### src/rtl/control_unit.sv
// Microcoded sequencer for the 8-bit bus datapath: fetches into IR, walks per-opcode
// micro-steps and decodes every datapath control line from the registered state.
module control_unit #(
    parameter logic [2:0] RESET_STEP = 3'd0
) (
    input  logic       i_clk,
    input  logic       i_reset,
    input  logic [7:0] i_bus,
    input  logic       i_aluFlagN,
    input  logic       i_aluFlagZ,
    input  logic       i_run,
    output logic       o_ctrlAluOE,
    output logic       o_ctrlAluSubShiftDir,
    output logic       o_ctrlAluBWr,
    output logic [1:0] o_ctrlAluOp,
    output logic       o_ctrlRegWr0,
    output logic       o_ctrlRegWr1,
    output logic       o_ctrlRegBusSel,
    output logic       o_ctrlRegBusEn,
    output logic       o_ctrlAluSel,
    output logic       o_ctrlRamAddressEn,
    output logic       o_ctrlRamWriteEn,
    output logic       o_ctrlRamReadDataSelect,
    output logic       o_ctrlRamOE,
    output logic       o_ctrlLoadPC,
    output logic       o_ctrlIncrPC,
    output logic       o_ctrlPCOe,
    output logic       o_halted,
    output logic [7:0] o_ir
);

    typedef enum logic [3:0] {
        OP_NOP = 4'h0, OP_LDI = 4'h1, OP_ADD = 4'h2, OP_SUB = 4'h3,
        OP_AND = 4'h4, OP_OR  = 4'h5, OP_LD  = 4'h6, OP_ST  = 4'h7,
        OP_JMP = 4'h8, OP_JZ  = 4'h9, OP_JN  = 4'hA, OP_SHL = 4'hB,
        OP_SHR = 4'hC, OP_HLT = 4'hF
    } opcode_t;

    logic [7:0] ir;
    logic [2:0] step;
    logic       flag_n;
    logic       flag_z;
    logic       halted;

    opcode_t    opcode;
    logic       r;
    logic       is_alu;
    logic       taken;
    logic [1:0] alu_op;
    logic       alu_dir;
    logic [2:0] last_step;
    logic       active;

    assign opcode   = opcode_t'(ir[7:4]);
    assign r        = ir[0];
    assign active   = !i_reset && i_run && !halted;
    assign o_halted = halted;
    assign o_ir     = ir;

    // NOTE: every variable gets a default at the top so no path can infer a latch.
    always_comb begin
        is_alu  = 1'b0;
        alu_op  = 2'b00;
        alu_dir = 1'b0;
        case (opcode)
            OP_ADD:  is_alu = 1'b1;
            OP_SUB:  begin is_alu = 1'b1; alu_dir = 1'b1; end
            OP_AND:  begin is_alu = 1'b1; alu_op = 2'b01; end
            OP_OR:   begin is_alu = 1'b1; alu_op = 2'b10; end
            OP_SHL:  begin is_alu = 1'b1; alu_op = 2'b11; end
            OP_SHR:  begin is_alu = 1'b1; alu_op = 2'b11; alu_dir = 1'b1; end
            default: ;
        endcase

        taken = (opcode == OP_JMP) || (opcode == OP_JZ && flag_z) || (opcode == OP_JN && flag_n);

        case (opcode)
            OP_LDI, OP_JMP: last_step = 3'd3;
            OP_LD, OP_ST:   last_step = 3'd4;
            OP_JZ, OP_JN:   last_step = taken ? 3'd3 : 3'd2;
            default:        last_step = is_alu ? 3'd3 : 3'd2;
        endcase
    end

    always_comb begin
        o_ctrlAluOE             = 1'b0;
        o_ctrlAluSubShiftDir    = 1'b0;
        o_ctrlAluBWr            = 1'b0;
        o_ctrlAluOp             = 2'b00;
        o_ctrlRegWr0            = 1'b0;
        o_ctrlRegWr1            = 1'b0;
        o_ctrlRegBusSel         = 1'b0;
        o_ctrlRegBusEn          = 1'b0;
        o_ctrlAluSel            = 1'b0;
        o_ctrlRamAddressEn      = 1'b0;
        o_ctrlRamWriteEn        = 1'b0;
        o_ctrlRamReadDataSelect = 1'b0;
        o_ctrlRamOE             = 1'b0;
        o_ctrlLoadPC            = 1'b0;
        o_ctrlIncrPC            = 1'b0;
        o_ctrlPCOe              = 1'b0;
        if (active) begin
            case (step)
                3'd0: begin o_ctrlPCOe = 1'b1; o_ctrlRamAddressEn = 1'b1; end
                3'd1: begin o_ctrlRamOE = 1'b1; o_ctrlIncrPC = 1'b1; end
                3'd2: begin
                    if (is_alu) begin
                        o_ctrlRegBusEn       = 1'b1;
                        o_ctrlRegBusSel      = ~r;
                        o_ctrlAluSel         = r;
                        o_ctrlAluBWr         = 1'b1;
                        o_ctrlAluOp          = alu_op;
                        o_ctrlAluSubShiftDir = alu_dir;
                    end else begin
                        case (opcode)
                            OP_LDI, OP_LD, OP_ST: begin
                                o_ctrlPCOe = 1'b1; o_ctrlRamAddressEn = 1'b1;
                            end
                            // An untaken branch only steps the PC over its operand byte.
                            OP_JMP, OP_JZ, OP_JN: begin
                                o_ctrlPCOe         = taken;
                                o_ctrlRamAddressEn = taken;
                                o_ctrlIncrPC       = !taken;
                            end
                            default: ;
                        endcase
                    end
                end
                3'd3: begin
                    if (is_alu) begin
                        o_ctrlAluOE          = 1'b1;
                        o_ctrlAluSel         = r;
                        o_ctrlRegBusSel      = ~r;
                        o_ctrlAluOp          = alu_op;
                        o_ctrlAluSubShiftDir = alu_dir;
                        o_ctrlRegWr0         = ~r;
                        o_ctrlRegWr1         = r;
                    end else begin
                        case (opcode)
                            OP_LDI: begin
                                o_ctrlRamOE = 1'b1; o_ctrlIncrPC = 1'b1;
                                o_ctrlRegWr0 = ~r; o_ctrlRegWr1 = r;
                            end
                            OP_LD, OP_ST: begin
                                o_ctrlRamOE = 1'b1; o_ctrlRamAddressEn = 1'b1; o_ctrlIncrPC = 1'b1;
                            end
                            OP_JMP, OP_JZ, OP_JN: begin
                                o_ctrlRamOE = 1'b1; o_ctrlLoadPC = 1'b1;
                            end
                            default: ;
                        endcase
                    end
                end
                3'd4: begin
                    if (opcode == OP_LD) begin
                        o_ctrlRamOE = 1'b1; o_ctrlRegWr0 = ~r; o_ctrlRegWr1 = r;
                    end else if (opcode == OP_ST) begin
                        o_ctrlRegBusEn = 1'b1; o_ctrlRegBusSel = r; o_ctrlRamWriteEn = 1'b1;
                    end
                end
                default: ;
            endcase
        end
    end

    // NOTE: sequential state uses non-blocking assignments so every register samples pre-edge values.
    always_ff @(posedge i_clk) begin
        if (i_reset) begin
            ir     <= 8'h00;
            step   <= RESET_STEP;
            flag_n <= 1'b0;
            flag_z <= 1'b0;
            halted <= 1'b0;
        end else if (i_run && !halted) begin
            if (step > 3'd4) begin
                step <= 3'd0;
            end else if (step == 3'd0) begin
                step <= 3'd1;
            end else if (step == 3'd1) begin
                ir   <= i_bus;
                step <= 3'd2;
            end else begin
                if (is_alu && step == 3'd3) begin
                    flag_n <= i_aluFlagN;
                    flag_z <= i_aluFlagZ;
                end
                if (step >= last_step) begin
                    step <= 3'd0;
                    if (opcode == OP_HLT) halted <= 1'b1;
                end else begin
                    step <= step + 3'd1;
                end
            end
        end
    end

    bus_exclusive: assert property (@(posedge i_clk)
        $onehot0({o_ctrlAluOE, o_ctrlRegBusEn, o_ctrlRamOE, o_ctrlPCOe}));

endmodule

### config.mk
export PLATFORM = sky130hd
export DESIGN_NAME = control_unit
export DESIGN_NICKNAME = d
export VERILOG_FILES = /design/src/rtl/control_unit.sv
export SDC_FILE = /design/constraint.sdc
export NUM_CORES = 1
export LEC_CHECK = 0
export ABC_AREA = 1
export CAP_MARGIN = 30
export CORE_MARGIN = 5
export CORE_UTILIZATION = 25
export DETAILED_ROUTE_END_ITERATION = 7
export HOLD_SLACK_MARGIN = 0.1
export SLEW_MARGIN = 10
export SYNTH_ARGS = -nofsm -noshare
export SYNTH_HDL_FRONTEND = slang
export SYNTH_SLANG_ARGS = --single-unit
### constraint.sdc
create_clock -name i_clk -period 1.85 [get_ports i_clk]
set_clock_uncertainty 0.2 [all_clocks]
set_input_delay 0.555 -clock i_clk [delete_from_list [all_inputs] [get_ports i_clk]]
set_output_delay 0.555 -clock i_clk [all_outputs]
set_load 0.005 [all_outputs]
==> results.txt <==
----------------------------------------------------
[Die]
  Starting utilization of the core area ... 25.8%
  Die outline width ... 80.0 um
  Total Die Area ... 0.00641 sq mm
  Y dimension of the die ... 80.0 um
  Total number of placement rows ... 25
  Core Footprint ... 0.00475 sq mm
  Total I/O pin count ... 39

[STA]
  Setup Viol. Count Final ... 22
  Unrepaired setup endpoints after global routing ... yes
  Achievable clock frequency ... 427 MHz
  Post-layout minimum cycle time ... 2.34 ns
  Final critical-path share of the clock period ... 127%
  Max Slew Vio Count ... 0
  Post-Route Setup TNS ... -8.48 ns
  Hold violation total from the final report ... 0
  Final setup margin ... -0.493 ns

[Global route]
  Remaining global-route overflow ... 0
  Maximum number of pins on one net before global-route repair ... 12
  First-pass GRT wire length ... 7150 um
  Antenna violations before repair ... 0
  Number of global-route vias before repair ... 1637
  Aggregate global-route resource usage ... 13.8%

[Yosys]
  Number of synthesized flops with an enable pin ... 0
  Mean instance size in the synthesized netlist ... 6.13 sq um
  Post-synthesis net count ... 224
  Post-synthesis sequential area ratio ... 22.9%
  Fraction of registers with async set/reset ... 0%
  Count of mapped cells out of synthesis ... 200
  Netlist Area Pre-Place ... 0.00123 sq mm
  Most frequently used flop master after synthesis ... dfxtp_1
  Yosys synthesis warning count ... 0
  Count of state elements after synthesis ... 14
  Library cells used by synthesis ... 25

[Detailed routing]
  Routed length per instance ... 12.4 um
  DRC violations left ... 0
  Number of violations reported at the end of detailed-routing iteration 0 ... 82
  Vias per inst ... 4.41
  Total length of routed wires ... 4820 um
  Post-route antenna net violation count ... 0
  Total vias in the final route ... 1720
  DRT Pass-1 Iters ... 4

[Critical path]
  Cell repeated most along the worst path ... nand2_4
  Data arrival time of the critical path ... 1.59 ns
  R2r worst-path depth ... 10
  Worst reg2reg path startpoint ... o_ir[5]$_SDFFE_PP0P_
  Required arrival time at the worst endpoint ... 1.09 ns
  Setup crit end kind ... output pin
  Worst path slowest cell ... dfxtp_4
  Startpoint type of the worst setup path ... register
  Cells along the critical path ... inv_6 -> o211ai_1 -> buf_4 -> nand2_4 -> nand2_4 -> nand3_2 -> nand2_1 -> inv_1 -> buf_2
  Category of the most critical setup path ... reg -> out
  Startpoint of the most critical setup path ... o_ir[5]$_SDFFE_PP0P_
  Max stage delay on crit path ... 0.42 ns
  Maximum fanout along the worst path ... 6

[Layout]
  Post-route non-filler standard cell count ... 390
  Non-Filler Cell Area, Final ... 0.00280 sq mm
  Number of diodes added for antenna fixing ... 0
  Layout Utilization ... 58.9%
  Ratio of cells with drive above 1 in the final layout ... 62.5%
  Synth-to-Final Area Change ... 128%
  Net count reported at finish ... 348

[Clock tree]
  Clock tree from TritonCTS ... built
  H-Tree Depth ... 1
  Num Clock Sinks ... 14
  Max clock buf depth ... 2
  Post-cts hold buffer count ... 0
  Clock root cell ... clkbuf_8
  CTS clock-pin slew for the worst setup and hold paths ... 0.06 ns
  Skew-Pair Late Insertion Delay ... 0.25 ns
  Total CTS buffers ... 3

[Power]
  Combinational share of power ... 37.7%
  Proportion of power drawn by the clock network ... 29.9%
  Power density over cell area ... 355 mW/mm^2
  P_int ... 0.000700 W
  Pleak ... 1.40 nW
  Sequential fraction of design power ... 32.4%
  Switching pwr ... 0.000294 W
  Switching share of power ... 29.5%
  Peak supply drop ... 396 uV

[Worst hold path]
  Tightest Hold Check Type ... reg -> reg
  Start point of the worst hold path ... o_ir[2]$_SDFFE_PP0P_
  Worst Hold Depth ... 2

[Placement]
  Setup Slack @ Placement ... -1.22 ns
  Placer Congestion ... 0.828
  Placed cell area ... 0.00211 sq mm
  Input/output buffers ... 37
  HPWL after DPL ... 3030 um
  Instance count after placement with tap cells included ... 346

[Status]
  Violations in the final reports ... negative setup slack
  Result of the run ... finished with violations

[Job]
  Max-cap violations ... 0

----------------------------------------------------
==> layout make-up <==
cell class | instances | area, sq um
Clock buffer | 4 | 55.1
Fill cell | 400 | 1950
Inverter | 38 | 175
Multi-Input combinational cell | 145 | 1160
Sequential cell | 14 | 309
Tap cell | 67 | 83.8
Timing Repair Buffer | 122 | 1020
==> worst paths after layout <==
check        slack [ns]                   end
max               -0.49    o_ctrlRamAddressEn
min                0.28  o_ir[2]$_SDFFE_PP0P_
max reg2reg       -0.48  step[0]$_SDFFE_PP0P_
min reg2reg        0.28  o_ir[2]$_SDFFE_PP0P_
==> state kept, by name, indices dropped and copies added, names as in the netlist <==
register	flops
flag_n	1
flag_z	1
o_halted	1
o_ir	8
step	3
==> synthesized netlist by cell type (all sizes together) (2+ instances only) <==
cell	count	area, sq um
o211ai	2	15.0
a21oi	18	93.8
buf	3	17.5
inv	37	139
ha	11	138
nand4	4	25.0
nor3b	2	15.0
nand2	45	184
dfxtp	14	280
o21ai	13	65.1
nor2	36	165
nand3	9	50.1
nand3b	2	15.0
==> layout by cell type, fill, tap and decap left out, types with 6 or more instances in the layout <==
cell / n
a21oi_1: 10
a21oi_2: 7
buf_2: 14
buf_4: 66
buf_6: 20
clkdlybuf4s50_1: 10
dfxtp_4: 7
dlygate4sd2_1: 6
ha_4: 8
inv_1: 17
inv_2: 12
inv_4: 6
nand2_1: 26
nand2_2: 9
nand2_4: 10
nor2_1: 19
nor2_2: 6
nor2_4: 11
o21ai_0: 12
==> per-stage QoR <==
stage          power [W]  hold slack, ns
5_1_grt          0.00105           0.314
3_5_place_dp    0.000569           0.276
3_3_place_gp    0.000568           0.271
6_report        0.000994           0.276
2_1_floorplan   0.000439           0.278
4_1_cts         0.000953           0.289
==> worst max-delay path: cells and delay by family, from the launching register on <==
family / cells / cell delay [ns]
flip-flops: 1 / 0.42
buffers and inverters: 4 / 0.39
AO/OA/AOI/OAI: 1 / 0.28
AND/OR/NAND/NOR: 4 / 0.24
==> power groups by stage <==
stage	clock network, W	registers (W)	logic [W]
5_1_grt	0.000321	0.000323	0.000405
3_3_place_gp	0	0.000330	0.000238
2_1_floorplan	0	0.000329	0.000111
3_5_place_dp	0	0.000330	0.000239
4_1_cts	0.000305	0.000322	0.000326
6_report	0.000297	0.000322	0.000375
==> timing repair <==
| action | CTS | global route |
|---|---|---|
| setup endpoints to repair | 36 | 25 |
| pin swaps | 34 | 20 |
| gates resized for setup | 150 | 43 |
| buffers inserted | 30 | 13 |
| gates cloned | 0 | 0 |
==> per-layer routing <==
metal,vias up,global-route usage (%),routed length [um]
met5,-,0,0
met4,0,4.22,115
met3,10,2.60,315
met2,51,24.5,2470
met1,781,16.7,1920
li1,878,-,-
==> cells by family (layout without fill, tap and decap cells) <==
| kind of cell | Yosys count | in the layout | synth area share [%] |
|---|---|---|---|
| DFF | 14 | 14 | 22.9 |
| buffers and inverters | 41 | 164 | 13.1 |
| other | 1 | 1 | 0.306 |
| adders and majority gates | 11 | 11 | 11.2 |
| AOI/OAI and AO/OA | 34 | 34 | 14.7 |
| and+or+nand+nor | 99 | 99 | 37.9 |
No activity file was read; power rests on OpenSTA's default activity.
